### config.mk
export PLATFORM = sky130hd
export DESIGN_NAME = sa_ram_rwsthp_param
export DESIGN_NICKNAME = d
export VERILOG_FILES = /design/src/rtl/sa_ram_pkg.sv /design/src/rtl/sa_ram_outreg.sv /design/src/rtl/sa_ram_rwsthp_param.sv
export SDC_FILE = /design/constraint.sdc
export NUM_CORES = 1
export LEC_CHECK = 0
export BUFFER_PORTS_ARGS = -buffer_cell sky130_fd_sc_hd__buf_2
export CAP_MARGIN = 0
export CORE_MARGIN = 2
export CORE_UTILIZATION = 30
export DETAILED_ROUTE_END_ITERATION = 12
export PLACE_DENSITY = 0.46
export SETUP_SLACK_MARGIN = 0.5
export SYNTH_ARGS = -nofsm -noshare
export SYNTH_HDL_FRONTEND = slang
export SYNTH_SLANG_ARGS = --single-unit
### constraint.sdc
create_clock -name clk -period 2.1 [get_ports clk]
set_input_delay 0.42 -clock clk [delete_from_list [all_inputs] [get_ports clk]]
set_output_delay 0.42 -clock clk [all_outputs]
set_load 0.02 [all_outputs]
### src/rtl/sa_ram_pkg.sv
// Shared helpers for the sa_ram family of RAM models.
//   clog2_safe    : address width for a given depth, never below 1 bit
//   num_lanes     : number of write-mask lanes for a data width / lane width
//   addr_oob      : true when an address falls outside the populated depth
//   rw_contention : true when a masked write and a read hit the same address
package sa_ram_pkg;

  function automatic int clog2_safe(input int n);
    int r;
    r = 0;
    while ((1 << r) < n) r++;
    if (r < 1) r = 1;
    return r;
  endfunction

  function automatic int num_lanes(input int dw, input int mask_w);
    return dw / mask_w;
  endfunction

  function automatic logic addr_oob(input logic [31:0] addr, input int unsigned depth);
    return addr >= depth;
  endfunction

  function automatic logic rw_contention(input logic we, input logic re,
                                         input logic same_addr, input logic any_lane);
    return we && re && same_addr && any_lane;
  endfunction

endpackage

### src/rtl/sa_ram_outreg.sv
// Output register for the sa_ram family: captures either array data or
// bypass data when ore is high, and tracks whether dout holds meaningful data.
// Ports:
//   clk, rst  : clock, asynchronous active-high reset
//   ore       : output-register enable; dout/dout_vld hold while low
//   byp_sel   : choose dbyp over dram (only sampled with ore)
//   dbyp      : bypass data
//   dram      : combinational array read data
//   s1_vld    : a read was issued in the previous cycle
//   dout      : registered read data
//   dout_vld  : dout holds data from a completed read or a bypass
module sa_ram_outreg #(
  parameter int DW = 4
) (
  input  logic          clk,
  input  logic          rst,
  input  logic          ore,
  input  logic          byp_sel,
  input  logic [DW-1:0] dbyp,
  input  logic [DW-1:0] dram,
  input  logic          s1_vld,
  output logic [DW-1:0] dout,
  output logic          dout_vld
);

  // Stage 2: output register with bypass mux
  always_ff @(posedge clk or posedge rst) begin
    if (rst) begin
      dout     <= '0;
      dout_vld <= 1'b0;
    end else if (ore) begin
      dout     <= byp_sel ? dbyp : dram;
      dout_vld <= s1_vld | byp_sel;
    end
  end

endmodule

### src/rtl/sa_ram_rwsthp_param.sv
// Parametrised 1W1R RAM model with registered read address, registered
// output with bypass, per-lane write mask, output-valid flag and a sticky
// out-of-range access flag. Read latency is two cycles: re captures the
// address, ore loads the output register.
// Ports:
//   clk, rst        : clock, asynchronous active-high reset (control only;
//                     the storage array is never reset)
//   ra, re          : read address / read enable (captures ra)
//   ore             : output-register enable
//   dout, dout_vld  : registered read data and its valid flag
//   wa, we          : write address / write enable
//   wmask, di       : per-lane write enable and write data
//   byp_sel, dbyp   : load dbyp into the output register instead of array data
//   err_clr         : clears err_oob (a same-cycle new violation wins)
//   err_oob         : sticky out-of-range read/write flag
//   pwrbus_ram_pd   : power bus, functionally ignored
module sa_ram_rwsthp_param
  import sa_ram_pkg::*;
#(
  parameter int DW                                     = 4,
  parameter int DEPTH                                  = 20,
  parameter int AW                                     = clog2_safe(DEPTH),
  parameter int MASK_W                                 = DW,
  parameter bit FORCE_CONTENTION_ASSERTION_RESET_ACTIVE = 1'b0,
  localparam int NM                                    = num_lanes(DW, MASK_W)
) (
  input  logic          clk,
  input  logic          rst,
  input  logic [AW-1:0] ra,
  input  logic          re,
  input  logic          ore,
  output logic [DW-1:0] dout,
  output logic          dout_vld,
  input  logic [AW-1:0] wa,
  input  logic          we,
  input  logic [NM-1:0] wmask,
  input  logic [DW-1:0] di,
  input  logic          byp_sel,
  input  logic [DW-1:0] dbyp,
  input  logic          err_clr,
  output logic          err_oob,
  input  logic [31:0]   pwrbus_ram_pd
);

  logic [DW-1:0] mem [DEPTH];
  logic [AW-1:0] ra_d;
  logic          s1_vld;
  logic [DW-1:0] dout_ram;
  logic          wa_oob;
  logic          ra_oob;
  logic          ra_d_oob;
  logic          unused_pwrbus;

  assign unused_pwrbus = ^pwrbus_ram_pd;

  assign wa_oob   = addr_oob(32'(wa), DEPTH);
  assign ra_oob   = addr_oob(32'(ra), DEPTH);
  assign ra_d_oob = addr_oob(32'(ra_d), DEPTH);

  // Write port: masked lane update, out-of-range writes are dropped
  always_ff @(posedge clk) begin
    if (we && !wa_oob) begin
      for (int i = 0; i < NM; i++) begin
        if (wmask[i]) mem[wa][i*MASK_W +: MASK_W] <= di[i*MASK_W +: MASK_W];
      end
    end
  end

  // Stage 1: read address register; s1_vld tracks re every cycle so a
  // reset in the middle of a read discards it
  always_ff @(posedge clk or posedge rst) begin
    if (rst) begin
      ra_d   <= '0;
      s1_vld <= 1'b0;
    end else begin
      if (re) ra_d <= ra;
      s1_vld <= re;
    end
  end

  // The array is read after the address edge, so a write at the same edge
  // as re is seen, while a write at the ore edge is not.
  assign dout_ram = ra_d_oob ? '0 : mem[ra_d];

  // Sticky error flag: a new violation outranks a clear in the same cycle
  always_ff @(posedge clk or posedge rst) begin
    if (rst) begin
      err_oob <= 1'b0;
    end else if ((we && wa_oob) || (re && ra_oob)) begin
      err_oob <= 1'b1;
    end else if (err_clr) begin
      err_oob <= 1'b0;
    end
  end

  sa_ram_outreg #(
    .DW(DW)
  ) u_outreg (
    .clk      (clk),
    .rst      (rst),
    .ore      (ore),
    .byp_sel  (byp_sel),
    .dbyp     (dbyp),
    .dram     (dout_ram),
    .s1_vld   (s1_vld),
    .dout     (dout),
    .dout_vld (dout_vld)
  );

  // Simulation-only contention report; reported as a warning so a model
  // user can still observe the defined collision behaviour.
  always @(posedge clk) begin
    if (FORCE_CONTENTION_ASSERTION_RESET_ACTIVE || !rst) begin
      assert (!rw_contention(we, re, wa == ra, |wmask))
        else $warning("sa_ram_rwsthp_param: read/write contention at address %0d", wa);
    end
  end

endmodule

==> flow_summary.yaml, run 1 <==
status:
  outcome: "finished, final reports clean"
synthesis:
  synth_cell_types: 33
  ys_ff_latch: 92
  ys.warnings.count: 0
  async_flop_share_pct: 13.04
  netlist_instances: 255
  syn_avg_cell_area_um2: 14.98
  synth_edf_count: 80
  synth_nets: 313
  synthFlopType: "edfxtp_1"
  yosysSeqAreaShare_pct: 70.75
  synth_area_mm2: 0.003820
routing:
  drc: 0
  antenna_left: 0
  via_per_inst: 4.585
  totalWireLength_um: 8773
  drt_pass1_iterations: 4
  detailroute.via_count: 2210
  wl_per_cell_um: 18.20
  first_iter_violations: 182
timing:
  tightest_slew_ns: 0.4541
  timing.final.ws_setup_ns: 0.4850
  period_share_pct: 76.90
  rsz0062_at_grt: "yes"
  finalCriticalPeriod_ns: 1.615
  tns_ns: 0
  fin_skew_ns: 0.004416
  finalHoldViolCount: 0
  setup_viol: 0
  max_freq_mhz: 619.2
  drv_slew: 0
  relSlewSlack_pct: 69.70
placement:
  dp_slack_ns: 0.1789
  place_congestion: 0.8388
  hpwl_um: 5912
  io_buffer_count: 31
finish:
  areaGrowthSynthToFinish_pct: 24.04
  post-route-util_pct: 37.85
  drive_gt1_share_pct: 34.19
  fin_nets: 363
  n_antenna_cell: 0
  mostFrequentLayoutCell: "edfxtp_1"
  most-common-layout-cells: "edfxtp_1 (80), buf_2 (32), mux2i_1 (28)"
  fillers: 1222
global_route:
  grt_pass1_vias: 2281
  grt_pass1_wl_um: 13720
  track_usage_pct: 14.28
  grt_max_degree: 21
  grt_antenna_before_repair: 0
  overflow: 0
power_and_ir_drop:
  max-vdd-ir-drop_mv: 0.4400
  power_density_mw_per_mm2: 835.3
  power.total_mw: 3.958
  cellLeakagePower_nw: 1.652
clock_tree:
  cts_root_buf: "clkbuf_16"
  cts.sinks: 92
  cts_buffer_depth: 2
  clock_latency_ns: 0.35
  cts_buffers: 9
  cts_tree: "yes"
  h-tree-depth: 3
  clk_pin_slew_ns: 0.06
setup_path:
  worst-endpoint-required_ns: 2.36
  crit_type: "reg -> reg"
  start_kind: "flip-flop"
  path_max_fanout: 8
  critPathArrivalTime_ns: 1.87
  endpoint_kind: "flip-flop"
run:
  cap_violations: 0
floorplan:
  die_y_um: 116.8
  ios: 64
  start_util_pct: 30.52
  die-area_mm2: 0.01365
  std_cell_rows: 41
  die_w_um: 116.8
  core_mm2: 0.01252
hold_path:
  min_path_type: "in -> async"
-- layer usage --
| metal | up-vias | wire [um] | track usage [%] |
|---|---|---|---|
| li1 | 1061 | - | - |
| met3 | 10 | 437 | 3.193 |
| met5 | - | 0 | 0 |
| met1 | 1089 | 4216 | 19.92 |
| met4 | 0 | 182 | 6.353 |
| met2 | 50 | 3937 | 21.46 |
-- path summary, 6_finish.rpt --
check / startpoint / end / slack, ns / depth (start not counted)
max in group asynchronous: rst / ra_d[0]$_DFFE_PP0P_ / 1.69 / 2
min in group clk: re / s1_vld$_DFF_PP0_ / 0.28 / 1
worst min register to register: err_oob$_DFFE_PP0P_ / err_oob$_DFFE_PP0P_ / 0.49 / 2
worst max register to register: ra_d[0]$_DFFE_PP0P_ / u_outreg.dout[3]$_DFFE_PP0P_ / 0.49 / 4
worst min-delay path: rst / err_oob$_DFFE_PP0P_ / 0.07 / 2
worst max-delay path: ra_d[0]$_DFFE_PP0P_ / u_outreg.dout[3]$_DFFE_PP0P_ / 0.49 / 4
-- Yosys cell counts (all sizes together) (5+ instances only) --
| cell type | instances | share of area, % |
|---|---|---|
| dfrtp | 12 | 7.9 |
| mux2i | 32 | 8.4 |
| nor2 | 35 | 3.4 |
| nand2b | 5 | 0.82 |
| nand3 | 5 | 0.65 |
| buf | 8 | 1.4 |
| nand2 | 23 | 2.3 |
| edfxtp | 80 | 63 |
-- critical path, cell delays in order, from the launching register on --
cell      delay [ns]
dfrtp_2         0.49
or3_1           0.52
o22ai_2         0.23
nor3_2          0.09
a211oi_2        0.19
-- stage by stage --
step / hold slack, ns / cell area, um2 / instances
after floorplan: 0.2847 / 3876 / 255
after CTS: 0.08161 / 4703 / 482
after global routing: 0.1091 / 4738 / 482
after detailed placement: 0.4565 / 4272 / 460
final: 0.06844 / 4738 / 482
after global placement: 0.4445 / 4272 / 460
-- power breakdown --
part / total, mW / leakage (nW) / internal [mW] / switching (mW)
sequential: 2.06 / 0.856 / 2.02 / 0.0376
clock: 1.45 / 0.123 / 0.788 / 0.658
combinational: 0.451 / 0.673 / 0.203 / 0.248
-- cell type report --
class | instances | area [um2] | share of cell area (%)
tap | 172 | 215.2 | 4.542
clock buffer | 10 | 229.0 | 4.832
clock inverter | 6 | 31.28 | 0.6602
timing repair buffer | 48 | 332.8 | 7.024
multi-input combinational | 151 | 1212 | 25.59
sequential | 92 | 2706 | 57.12
inverter | 3 | 11.26 | 0.2377
-- state kept, by name (all words and copies together) (netlist names) --
| register | count |
|---|---|
| err_oob | 1 |
| mem | 80 |
| ra_d | 5 |
| s1_vld | 1 |
| u_outreg.dout | 4 |
| u_outreg.dout_vld | 1 |
-- cell families (layout without fill, tap and decap cells) --
kind of cell | Yosys count | after routing | share of synthesized area [%]
multiplexers | 40 | 40 | 12.32
AND/OR/NAND/NOR | 90 | 90 | 11.17
buffers and inverters | 12 | 67 | 1.801
AO/OA/AOI/OAI | 21 | 21 | 3.963
flip-flops | 92 | 92 | 70.75
-- what timing repair did --
action,CTS,global route
hold buffers,0,0
resized for setup,30,9
gates cloned,1,0
setup buffers,5,0
setup endpoints to repair,4,21
pin swaps,13,6
No activity file was read; power rests on OpenSTA's default activity.
==> inputs of run 2 (changes only) <==
--- a/config.mk
+++ b/config.mk
@@ -5,6 +5,7 @@
 export SDC_FILE = /design/constraint.sdc
 export NUM_CORES = 1
 export LEC_CHECK = 0
+export ABC_AREA = 1
 export BUFFER_PORTS_ARGS = -buffer_cell sky130_fd_sc_hd__buf_2
 export CAP_MARGIN = 0
 export CORE_MARGIN = 2
==> constraint.sdc (replaced) <==
create_clock -name clk -period 1.5 [get_ports clk]
set_input_delay 0.3 -clock clk [delete_from_list [all_inputs] [get_ports clk]]
set_output_delay 0.3 -clock clk [all_outputs]
set_load 0.02 [all_outputs]
==> run 2 against run 1 <==
  * The flow now finishes with violations (hold timing)
  * Critical path depth is 6 higher
  * Register-to-register slack got worse by 0.41 ns
  * Count of clock-buffer cells in the layout fell by 1
  * Total power rose by 58%
  * First-iteration DRC count down 11%
  * Sequential power rose by 39%
  * Flip-flop and latch count is the same
  * Clock skew grew 0.0034 ns
  * Sequential share of layout area decreased by 9.2 points
  * Combinational power increased by 110%
  * Largest cell class unchanged
  * Largest power group unchanged
==> flow_summary.yaml, run 2 <==
synthesis:
  synthFlopType: "edfxtp_1"
  synthTopCellsByCount: "nand2_1 (101), edfxtp_1 (80), inv_1 (55), nand3_1 (48), nor2_1 (45)"
  yosysSeqAreaShare_pct: 66.58
  netlist_instances: 393
  ys.warnings.count: 0
  syn_avg_cell_area_um2: 10.33
  synth_top_area_cell: "edfxtp_1"
  ys_top_cells_by_area: "edfxtp_1 (59%), nand2_1 (9.3%), dfrtp_1 (7.4%), nand3_1 (5.9%), inv_1 (5.1%)"
  yosys.area.top_type_share_pct: 59.19
  synth_edf_count: 80
  async_flop_share_pct: 13.04
  synth_most_common_cell: "nand2_1"
  ys_ff_latch: 92
  synth_cell_types: 22
  synth_area_mm2: 0.004059
  synth_nets: 451
status:
  outcome: "finished, violations left"
  violations: "hold timing"
timing:
  max_freq_mhz: 699.3
  fin_skew_ns: 0.007826
  setup_viol: 0
  finalHoldViolCount: 12
  timing.hold.ws_ns: -0.01789
  tightest_slew_ns: 0.5198
  relSlewSlack_pct: 65.22
  drv_slew: 0
  rsz0062_at_grt: "yes"
  period_share_pct: 95.33
  finalCriticalPeriod_ns: 1.430
hold_path:
  min_path_type: "in -> async"
setup_path:
  rr_worst_depth: 10
  crit_path_start: "ra_d[0]$_DFFE_PP0P_"
  worst-r2r-setup-slack_ns: 0.07
  crit_type: "reg -> reg"
  critPathArrivalTime_ns: 1.70
  r2r_start: "ra_d[0]$_DFFE_PP0P_"
  endpoint_kind: "flip-flop"
  path_max_fanout: 8
  worst-endpoint-required_ns: 1.77
  start_kind: "flip-flop"
  r2r_end: "u_outreg.dout[0]$_DFFE_PP0P_"
finish:
  regMostFlops: "mem"
  fin_cells: 636
  multi_input_area_mm2: 0.001541
  fin_nets: 513
  seqCellArea_mm2: 0.002705
  stdcell_area_mm2: 0.005647
  n_antenna_cell: 0
  reg_top3: "mem (80), ra_d (5), u_outreg.dout (4)"
  largest_register_ffs: 80
  fillers: 1304
  areaGrowthSynthToFinish_pct: 39.12
  most-common-layout-cells: "nand2_1 (80), edfxtp_1 (80), inv_1 (52)"
  drive_gt1_share_pct: 38.91
power_and_ir_drop:
  max-vdd-ir-drop_mv: 0.6813
  cellLeakagePower_nw: 2.235
  p_sw_mw: 1.555
  p_comb_share_pct: 14.9
  power_density_mw_per_mm2: 1104
  internal_power_mw: 4.679
  switching_share_pct: 24.94
  power.total_mw: 6.234
  pwr-share-clk_pct: 39.1
  seqPwrFrac_pct: 46.0
global_route:
  track_usage_pct: 14.78
  global_route.usage.met3_pct: 3.066
  grt_max_degree: 21
  grt_pass1_vias: 2890
  use_met2_pct: 25.60
  grt_antenna_before_repair: 0
  top_usage_layer: "met2"
  grt_use_met1_pct: 18.37
  overflow: 0
  grt_pass1_wl_um: 15680
run:
  cap_violations: 0
clock_tree:
  clock_latency_ns: 0.33
  cts_hold_buf: 0
  h-tree-depth: 3
  cts_buffer_depth: 2
  cts_tree: "yes"
  clk_pin_slew_ns: 0.07
  cts.sinks: 92
  cts_root_buf: "clkbuf_16"
  cts_buffers: 9
routing:
  first_iter_violations: 162
  detailroute.via_count: 2877
  drc: 0
  totalWireLength_um: 10160
  via_per_inst: 4.524
  drt_pass1_iterations: 4
  antenna_left: 0
  wl_per_cell_um: 15.97
placement:
  hpwl_um: 6473
  placed_area_mm2: 0.004653
  io_buffer_count: 31
  dp_cells: 608
  place_congestion: 0.7554
floorplan:
  ios: 64
  die-area_mm2: 0.01448
  die_y_um: 120.3
  start_util_pct: 30.65
  die_w_um: 120.3
  std_cell_rows: 42
  core_mm2: 0.01324
[run 2: cell types whose count changed in the layout (fill, tap and decap cells not counted), sizes merged, moves of 5 or more]
cell    before  now
a21oi        1   13
nand2b       5    0
mux2i       32    0
nand3        5   49
o21ai        2   13
nor2        35   47
buf         48   63
inv          3   62
nand2       23  101
[run 2: layer usage]
layer / routed length (um) / share of wire (%) / vias to the layer above
li1: - / - / 1417
met1: 4328 / 43 / 1373
met2: 5155 / 51 / 73
met3: 526 / 5.2 / 14
met4: 145 / 1.4 / 0
met5: 0 / 0 / -
[run 2: worst max path at each step]
stage	to	slack, ns	depth (start not counted)
floorplan	mem[11][0]$_DFFE_PP_	0.16	5
CTS	u_outreg.dout[1]$_DFFE_PP0P_	0.05	10
global route	u_outreg.dout[3]$_DFFE_PP0P_	-0.01	10
global placement	mem[12][1]$_DFFE_PP_	-0.12	6
detailed placement	mem[17][1]$_DFFE_PP_	-0.14	6
finish	u_outreg.dout[0]$_DFFE_PP0P_	0.07	10
[run 2: cell type report]
cell class | count | share of cell area (%)
Timing Repair inverter | 2 | 0.7091
Inverter | 57 | 4.254
Sequential cell | 92 | 47.91
Clock buffer | 9 | 3.988
Clock inverter | 7 | 1.706
Timing Repair Buffer | 63 | 10.24
Multi-Input combinational cell | 230 | 27.30
Tap cell | 176 | 3.900
[run 2: critical path, stage by stage, from the launching register on]
cell     delay [ns]
dfrtp_2        0.43
buf_12         0.20
inv_16         0.06
buf_12         0.13
nand2_1        0.07
nand3_2        0.07
nand3_2        0.08
nand3_2        0.09
nand2_2        0.07
nand2_2        0.06
a21oi_2        0.10
[run 2: cell families (layout without fill, tap and decap cells)]
logic type	Yosys count	count (layout)	synth area share, %
AO/OA/AOI/OAI	31	31	4.531
buffers and inverters	71	138	8.446
flip-flops	92	92	66.58
multiplexers	1	1	0.2774
AND/OR/NAND/NOR	198	198	20.16
[run 2: repair_timing]
item / in CTS / in global routing
pin swaps: 17 / 20
resized for setup: 54 / 77
hold endpoints to repair: 0 / 0
gates cloned: 4 / 0
endpoints found under the setup margin: 91 / 92
setup buffers: 6 / 2
[run 2: power by group through the flow]
stage	Clock, mW	Sequential (mW)	Combinational [mW]
after floorplan	0	2.93	0.386
after global placement	0	2.91	0.643
after detailed placement	0	2.91	0.646
after CTS	2.48	2.87	0.811
after global routing	2.58	2.87	1.01
final	2.44	2.87	0.929
[run 2: stage by stage]
| step | setup TNS, ns | util [%] | setup slack [ns] | hold WS [ns] |
|---|---|---|---|---|
| floorplan | 0 | - | 0.1640 | 0.1647 |
| global placement | -4.427 | 35.14 | -0.1183 | 0.3653 |
| detailed placement | -6.351 | 35.14 | -0.1436 | 0.3687 |
| CTS | 0 | 40.27 | 0.05227 | 0.002493 |
| global route | -0.01811 | 42.64 | -0.01396 | 0.01336 |
| finish | 0 | 42.64 | 0.07004 | -0.01789 |
